$ cat src/rtl/mdu_iter_if.sv
// rtl/mdu_iter_if.sv - start/busy/done handshake and operand/result bundle for mdu_iter
interface mdu_iter_if #(
    parameter int XLEN = 32
);
    logic            start;
    logic [2:0]      op;
    logic [XLEN-1:0] alu_in1;
    logic [XLEN-1:0] alu_in2;
    logic            busy;
    logic            done;
    logic [XLEN-1:0] result;

    modport master (
        output start, op, alu_in1, alu_in2,
        input  busy, done, result
    );

    modport slave (
        input  start, op, alu_in1, alu_in2,
        output busy, done, result
    );
endinterface

$ cat src/rtl/mdu_iter.sv
// rtl/mdu_iter.sv - iterative RV32M multiply/divide unit (shift-add multiply, restoring divide)
// Optional MDU_FAST_MUL_EN: single-cycle combinational multiply; divides stay iterative.
module mdu_iter #(
    parameter int XLEN  = 32,
    parameter int CNT_W = 6
) (
    input  logic       clk,
    input  logic       rst,
    mdu_iter_if.slave  mdu
);
    localparam logic [2:0] OP_MUL    = 3'b000;
    localparam logic [2:0] OP_MULH   = 3'b001;
    localparam logic [2:0] OP_MULHSU = 3'b010;
    localparam logic [2:0] OP_MULHU  = 3'b011;
    localparam logic [2:0] OP_DIV    = 3'b100;
    localparam logic [2:0] OP_DIVU   = 3'b101;
    localparam logic [2:0] OP_REM    = 3'b110;

    localparam logic [XLEN-1:0] INT_MIN = {1'b1, {(XLEN-1){1'b0}}};

    typedef enum logic [1:0] {
        S_IDLE,
        S_RUN,
        S_FIN
    } state_t;

    state_t state, state_nx;

    logic [CNT_W-1:0] cnt;
    logic [2:0]       op_q;
    logic             q_neg;
    logic             r_neg;
    logic [XLEN-1:0]  opnd_q;
    logic [XLEN-1:0]  acc_hi;
    logic [XLEN-1:0]  acc_lo;
    logic [XLEN-1:0]  result_q;

    logic             is_div;
    logic             a_signed;
    logic             b_signed;
    logic             a_neg;
    logic             b_neg;
    logic [XLEN-1:0]  a_mag;
    logic [XLEN-1:0]  b_mag;
    logic             div_zero;
    logic             div_ovf;
    logic             special;
    logic [XLEN-1:0]  special_res;
    logic             fast_mul;
    logic [XLEN-1:0]  fast_res;
    logic             accept;
    logic             last_step;

    // Operand decode on the live inputs; only consumed on the accepting edge.
    always_comb begin
        is_div   = mdu.op[2];
        a_signed = (mdu.op == OP_MUL) || (mdu.op == OP_MULH) || (mdu.op == OP_MULHSU) ||
                   (mdu.op == OP_DIV) || (mdu.op == OP_REM);
        b_signed = (mdu.op == OP_MUL) || (mdu.op == OP_MULH) ||
                   (mdu.op == OP_DIV) || (mdu.op == OP_REM);
        a_neg    = a_signed && mdu.alu_in1[XLEN-1];
        b_neg    = b_signed && mdu.alu_in2[XLEN-1];
        a_mag    = a_neg ? -mdu.alu_in1 : mdu.alu_in1;
        b_mag    = b_neg ? -mdu.alu_in2 : mdu.alu_in2;
        div_zero = is_div && (mdu.alu_in2 == '0);
        div_ovf  = is_div && !mdu.op[0] && (mdu.alu_in1 == INT_MIN) && (mdu.alu_in2 == '1);
        special  = div_zero || div_ovf;
        if (div_zero) begin
            special_res = mdu.op[1] ? mdu.alu_in1 : '1;
        end else begin
            special_res = mdu.op[1] ? '0 : INT_MIN;
        end
    end

`ifdef MDU_FAST_MUL_EN
    logic [2*XLEN-1:0] fast_a;
    logic [2*XLEN-1:0] fast_b;
    logic [2*XLEN-1:0] fast_prod;

    always_comb begin
        fast_a    = {{XLEN{a_signed && mdu.alu_in1[XLEN-1]}}, mdu.alu_in1};
        fast_b    = {{XLEN{b_signed && mdu.alu_in2[XLEN-1]}}, mdu.alu_in2};
        fast_prod = fast_a * fast_b;
        fast_mul  = !is_div;
        fast_res  = (mdu.op == OP_MUL) ? fast_prod[XLEN-1:0] : fast_prod[2*XLEN-1:XLEN];
    end
`else
    always_comb begin
        fast_mul = 1'b0;
        fast_res = '0;
    end
`endif

    logic [XLEN:0]     mul_sum;
    logic [XLEN:0]     div_shift;
    logic [XLEN:0]     div_diff;
    logic [XLEN-1:0]   hi_nx;
    logic [XLEN-1:0]   lo_nx;
    logic [2*XLEN-1:0] prod;
    logic [2*XLEN-1:0] prod_s;
    logic [XLEN-1:0]   quo_s;
    logic [XLEN-1:0]   rem_s;
    logic [XLEN-1:0]   final_res;

    // One radix-2 step: multiply keeps {acc_hi, acc_lo} as product/multiplier shifting right,
    // divide keeps acc_hi as partial remainder and acc_lo as dividend/quotient shifting left.
    always_comb begin
        mul_sum   = {1'b0, acc_hi} + (acc_lo[0] ? {1'b0, opnd_q} : '0);
        div_shift = {acc_hi, acc_lo[XLEN-1]};
        div_diff  = div_shift - {1'b0, opnd_q};
        if (op_q[2]) begin
            if (div_diff[XLEN]) begin
                hi_nx = div_shift[XLEN-1:0];
                lo_nx = {acc_lo[XLEN-2:0], 1'b0};
            end else begin
                hi_nx = div_diff[XLEN-1:0];
                lo_nx = {acc_lo[XLEN-2:0], 1'b1};
            end
        end else begin
            hi_nx = mul_sum[XLEN:1];
            lo_nx = {mul_sum[0], acc_lo[XLEN-1:1]};
        end

        prod   = {hi_nx, lo_nx};
        prod_s = q_neg ? -prod : prod;
        quo_s  = q_neg ? -lo_nx : lo_nx;
        rem_s  = r_neg ? -hi_nx : hi_nx;
        case (op_q)
            OP_MUL:                      final_res = prod_s[XLEN-1:0];
            OP_MULH, OP_MULHSU, OP_MULHU: final_res = prod_s[2*XLEN-1:XLEN];
            OP_DIV, OP_DIVU:             final_res = quo_s;
            default:                     final_res = rem_s;
        endcase
    end

    always_ff @(posedge clk) begin
        if (rst) begin
            state <= S_IDLE;
        end else begin
            state <= state_nx;
        end
    end

    always_comb begin
        state_nx  = state;
        accept    = 1'b0;
        last_step = (cnt == CNT_W'(XLEN - 1));
        mdu.busy  = 1'b0;
        mdu.done  = 1'b0;
        case (state)
            S_IDLE, S_FIN: begin
                mdu.done = (state == S_FIN);
                if (mdu.start) begin
                    accept   = 1'b1;
                    state_nx = (special || fast_mul) ? S_FIN : S_RUN;
                end else begin
                    state_nx = S_IDLE;
                end
            end
            S_RUN: begin
                mdu.busy = 1'b1;
                if (last_step) begin
                    state_nx = S_FIN;
                end
            end
            default: state_nx = S_IDLE;
        endcase
    end

    always_ff @(posedge clk) begin
        if (rst) begin
            cnt      <= '0;
            op_q     <= '0;
            q_neg    <= 1'b0;
            r_neg    <= 1'b0;
            opnd_q   <= '0;
            acc_hi   <= '0;
            acc_lo   <= '0;
            result_q <= '0;
        end else if (accept) begin
            cnt    <= '0;
            op_q   <= mdu.op;
            q_neg  <= a_neg ^ b_neg;
            r_neg  <= a_neg;
            opnd_q <= is_div ? b_mag : a_mag;
            acc_hi <= '0;
            acc_lo <= is_div ? a_mag : b_mag;
            if (special) begin
                result_q <= special_res;
            end else if (fast_mul) begin
                result_q <= fast_res;
            end
        end else if (state == S_RUN) begin
            cnt    <= cnt + CNT_W'(1);
            acc_hi <= hi_nx;
            acc_lo <= lo_nx;
            if (last_step) begin
                result_q <= final_res;
            end
        end
    end

    assign mdu.result = result_q;
endmodule

$ cat src/flat_wrapper.sv
// flat-port wrapper written by rule: the top's interface ports become plain ports
module mdu_iter_flat 
#(
    parameter int XLEN  = 32,
    parameter int CNT_W = 6
)
  (clk, rst, mdu_start, mdu_op, mdu_alu_in1, mdu_alu_in2, mdu_busy, mdu_done, mdu_result);
  mdu_iter_if #(.XLEN(XLEN)) mdu_i ();
  input  logic clk;
  input  logic rst;
  input wire logic [$bits(mdu_i.start)-1:0] mdu_start;
  input wire logic [$bits(mdu_i.op)-1:0] mdu_op;
  input wire logic [$bits(mdu_i.alu_in1)-1:0] mdu_alu_in1;
  input wire logic [$bits(mdu_i.alu_in2)-1:0] mdu_alu_in2;
  output wire logic [$bits(mdu_i.busy)-1:0] mdu_busy;
  output wire logic [$bits(mdu_i.done)-1:0] mdu_done;
  output wire logic [$bits(mdu_i.result)-1:0] mdu_result;
  assign mdu_i.start = mdu_start;
  assign mdu_i.op = mdu_op;
  assign mdu_i.alu_in1 = mdu_alu_in1;
  assign mdu_i.alu_in2 = mdu_alu_in2;
  assign mdu_busy = mdu_i.busy;
  assign mdu_done = mdu_i.done;
  assign mdu_result = mdu_i.result;
  mdu_iter #(.XLEN(XLEN), .CNT_W(CNT_W)) u_core (.clk(clk), .rst(rst), .mdu(mdu_i));
endmodule
$ cat config.mk
export PLATFORM = sky130hd
export DESIGN_NAME = mdu_iter_flat
export DESIGN_NICKNAME = d
export VERILOG_FILES = /design/src/rtl/mdu_iter_if.sv /design/src/rtl/mdu_iter.sv /design/src/flat_wrapper.sv
export SDC_FILE = /design/constraint.sdc
export NUM_CORES = 1
export LEC_CHECK = 0
export BUFFER_PORTS_ARGS = -buffer_cell sky130_fd_sc_hd__clkbuf_2
export CAP_MARGIN = 20
export CELL_PAD_IN_SITES_DETAIL_PLACEMENT = 0
export CELL_PAD_IN_SITES_GLOBAL_PLACEMENT = 2
export CORE_UTILIZATION = 39
export CTS_BUF_LIST = sky130_fd_sc_hd__clkbuf_16
export DETAILED_ROUTE_END_ITERATION = 8
export GPL_ROUTABILITY_DRIVEN = 0
export PLACE_DENSITY = 0.95
export SYNTH_ARGS = -nofsm -noshare
export SYNTH_HDL_FRONTEND = slang
export SYNTH_SLANG_ARGS = --single-unit
$ cat constraint.sdc
create_clock -name clk -period 18.51 [get_ports clk]
set_clock_uncertainty 0.1 [all_clocks]
set_input_delay 1.851 -clock clk [delete_from_list [all_inputs] [get_ports clk]]
set_output_delay 1.851 -clock clk [all_outputs]
set_load 0.01 [all_outputs]
==> impl.org <==
** Cells and area
- Final Non-Filler Cells :: around 2800
- Net total in the final layout :: about 2400
- With fillers left out, the area of the finished cells amounts to 17310 um2.
- Measured on the finished design, the core utilization comes to 43.17%.
- Final antenna diode count :: 0
- Cells with a size suffix above 1 make up a little under 9% of the layout.
- The area growth from synthesis to layout is 8.383%.
- Counting the fill cells in the layout gives around 4200.

** Worst setup path
- Req. time, crit path :: roughly 19000 ps
- The startpoint identified for the worst register-to-register timing path is u_core.acc_lo[31].
- Data on the critical path arrives at its endpoint at 6910 ps.
- Cell count of the worst reg-to-reg path :: 23
- The worst setup path is of the register to register kind.
- In this run the register-to-register setup slack is 11800 ps.
- STA classifies the critical path endpoint as a register.
- Of all nets on the critical path, the largest fanout is 17.
- The worst setup path is launched from a register.
- In this run the critical register-to-register path is captured at u_core.mdu.result[16].

** Power
- Part of the power in combinational logic :: between 40% and 50%
- In this run the power density over the cells is around 71 nW/um2.
- The share of total power dissipated in the clock network is between 20 and 30%.
- After layout, the design draws a total of approximately 1.2 mW.
- Static leakage power :: 6.553 nW
- Switching power :: roughly 550 uW
- Max IR drop VDD :: around 0.074 mV
- Portion of total power attributed to sequential cells :: between 20% and 30%
- Switching power as a share of total power :: 44.60%
- Cell-internal power :: between 600 and 700 uW

** Floorplanning
- In this run the standard cell core region covers between 40000 and 50000 um2.
- Std-Cell Rows :: 73
- The die is 204.4 um tall.
- The floorplan step defined a die boundary enclosing roughly 42000 um2.
- IO Count :: about 100
- The die is between 200 and 250 um wide.
- The initial utilization of the core area, before any placement, comes to between 30 and 40%.

** Min path
- The path class of the tightest hold or removal check is register to register.
- Min-Delay Endpoint :: u_core.mdu.result[24]
- Worst Hold Depth :: 2
- The worst hold path begins at u_core.mdu.result[24].

** Clock tree
- Post-CTS repair timing setup buffer count :: 0
- Clock tree synthesis selected as its root buffer the cell clkbuf_16.
- Post-cts hold buffer count :: 0
- TritonCTS built the clock tree.
- Largest buffer count on any clock path :: 2
- The later pin in the worst-skew pair is clocked with a latency of roughly 450 ps.
- Clock-pin slew was measured on the worst setup and hold paths at about 70 ps.
- In this run the number of H-tree levels came out at 4.
- CTS saw 141 sinks.
- Counting the buffers created by CTS gives 17.
- In this run, post-CTS repair resized a total of 0 instances.

** Drt
- The routed layout has about 18000 vias.
- DRC violations left :: 0
- Post-detailed-routing wire length :: about 68000 um
- Antenna viol nets, final :: 0
- For this block, the initial DRC count from the detailed router was 2253.
- Pre-Repair DR Iteration Count :: 6
- Wirelength per Cell :: 23.76 um
- Post-DR vias/cell :: ~6.4

** Run
- Total of max-cap violations :: 0

** STA
- Slew at the pin with the worst max-slew slack :: roughly 1200 ps
- Min cycle time layout :: 6711 ps
- Tightest slew margin relative to the limit :: 22.77%
- Total negative slack :: 0 ps
- Total setup violations reported at the end of the flow :: 0
- Final hold viol count :: 0
- Number of max-slew violations in the final report :: 0
- RSZ-0062 raised after global routing :: no
- In the finished design, the share of the clock period the worst path needs comes to approximately 36%.
- FMAX :: roughly 150 MHz

** Global routing
- Maximum number of pins on one net before global-route repair :: 84
- The number of global-route vias before repair came to around 16000.
- Total routing usage reported by global routing :: 31.76%
- Antenna violations before repair :: 1
- Overflow left after global routing :: 0
- The first global-routing pass estimated between 100000 and 150000 um of wire.

** Synth
- In this run the mean area of a mapped cell was between 6 and 7 um2.
- Syn Nets :: roughly 2500
- Summing every instance area after synthesis gives 15970 um2.
- Number of warnings reported in the yosys synthesis log :: 0
- Most used flip-flop cell after synthesis :: dfxtp_1
- Sequential-to-total area share from yosys stat :: between 10% and 20%
- Share of synthesized registers carrying an async set or reset :: 0%
- EDFF count, synth :: 0
- Unique cell type count in the Yosys netlist :: just over 90
- In this run, synthesis produced a sequential element count of around 140.
- Counting every instance in the synthesized netlist gives roughly 2300.

** Place
- The count of buffers added on input and output ports is 103.
- Placed wire-length estimate :: 52400 um
- DP Cell Count :: approximately 2800
- Area after detailed placement :: around 17000 um2

** Run status
- The flow ran to the end, and the final reports show no timing, DRC or antenna violations.
per-stage QoR:
step	setup slack, ps	hold slack [ps]
global route	11300	380.3
detailed placement	11900	351.0
global placement	11930	347.5
finish	11800	361.3
CTS	11860	360.1
floorplan	12480	340.3
worst max path at each step:
stage                     depth (start not counted)                    end         startpoint
after floorplan                                  24  u_core.mdu.result[22]  u_core.acc_lo[31]
after global placement                           24  u_core.mdu.result[18]  u_core.acc_lo[31]
after detailed placement                         24  u_core.mdu.result[18]  u_core.acc_lo[31]
after CTS                                        24  u_core.mdu.result[18]  u_core.acc_lo[31]
after global routing                             24  u_core.mdu.result[18]  u_core.acc_lo[31]
final                                            23  u_core.mdu.result[16]  u_core.acc_lo[31]
critical path, cell delays in order, from the launching register on:
cell      delay (ps)
dfxtp_1          370
inv_1             80
ha_1             230
fa_1             410
nand2b_1         200
a21oi_2          200
o21ai_1          230
a2111o_1         480
nand4_1          120
buf_4            260
nand2_1          130
a21boi_0         400
ha_1             260
o211a_1          210
nand4_1          170
or4_1            670
or2_1            310
nor2_1           320
nand2_1          170
nor3b_1          200
nand4_1          220
a41o_1           290
o21ai_0          360
a311oi_1         150
cells in the final DEF (no fill, tap or decap), types with 15 or more instances in the layout:
cell type  count
ha_1          70
o41ai_1       16
o21a_1        15
nor4_1        26
xor2_1        68
buf_4         23
nand4_1       37
o31ai_1       30
nor3_1        39
a21oi_1      214
nand2b_1      21
o211ai_1     105
mux2i_1       46
a311oi_1      18
nand3_1       55
clkbuf_2     102
dfxtp_1      139
inv_1         68
a31oi_1       21
nand2_1      315
and2_1        47
xnor2_1      105
clkbuf_16     17
nor2_1       197
o21ai_0      168
a211oi_1      34
a21o_1        24
or3_1         30
final cells by class:
cell class                 instances  area [um2]  area share (%)
multi-input combinational       1947       12270           70.89
sequential                       141        2828           16.34
timing repair buffer             129       719.4           4.156
tap                              525       656.9           3.795
clock buffer                      17       425.4           2.458
inverter                          70       262.8           1.518
clock inverter                    15       146.4          0.8457
metal layers:
metal,routed length (um),vias to the layer above,GRT usage (%)
met1,28430,8670,42.16
met5,0,-,0
met2,29350,919,48.52
li1,-,8538,-
met3,6666,168,7.478
met4,3121,0,13.99
power groups by stage:
| stage | registers, mW | logic [mW] | clock network [mW] |
|---|---|---|---|
| after floorplan | 0.337 | 0.359 | 0 |
| after global placement | 0.350 | 0.514 | 0 |
| after detailed placement | 0.350 | 0.517 | 0 |
| after CTS | 0.343 | 0.520 | 0.354 |
| after global routing | 0.346 | 0.573 | 0.368 |
| final | 0.345 | 0.535 | 0.351 |
state kept, by name, summed over array words and instances, names as in the netlist:
| register | flops |
|---|---|
| u_core.mdu.result | 32 |
| u_core.acc_lo | 32 |
| u_core.state | 2 |
| u_core.op_q | 3 |
| u_core.acc_hi | 32 |
| u_core.opnd_q | 32 |
| u_core.r_neg | 1 |
| u_core.q_neg | 1 |
| u_core.cnt | 6 |
cell families (layout without fill, tap and decap cells):
kind of cell / Yosys count / after routing / share of synthesized area (%)
simple gates: 856 / 856 / 25.54
compound gates: 792 / 792 / 32.49
buf+inv: 230 / 231 / 5.633
xor+xnor: 173 / 173 / 9.487
flops: 141 / 141 / 17.67
fa+ha+maj: 72 / 72 / 5.734
mux: 54 / 54 / 3.447
Yosys cell counts (all sizes together) (7+ instances only):
cell type	count	area, um2
o22ai	8	50.05
clkbuf	113	424.2
nand2	315	1182
a221oi	14	122.6
buf	47	212.7
o41ai	16	140.1
o21a	15	112.6
nand3	55	275.3
and3	13	81.33
a31oi	23	165.2
or3	31	198.9
or4	14	105.1
nor2	198	745.7
mux2	8	90.09
nand4	38	252.7
o2111ai	7	61.31
a2111oi	12	106.4
a21boi	8	60.06
mux2i	46	460.4
a21oi	217	1101
nor4	26	162.7
o221ai	14	122.6
xor2	68	595.6
xnor2	105	919.6
or2	10	62.56
ha	70	875.8
o311ai	7	61.31
a311oi	20	198.9
o211ai	105	788.3
nor3	39	195.2
and2	49	306.5
o21ai	181	905.9
nor2b	13	81.33
dfxtp	141	2823
and4	7	61.31
nand2b	22	137.6
a21o	24	180.2
a211oi	34	255.2
inv	69	259.0
o31ai	31	237.7
No activity file was read; power rests on OpenSTA's default activity.
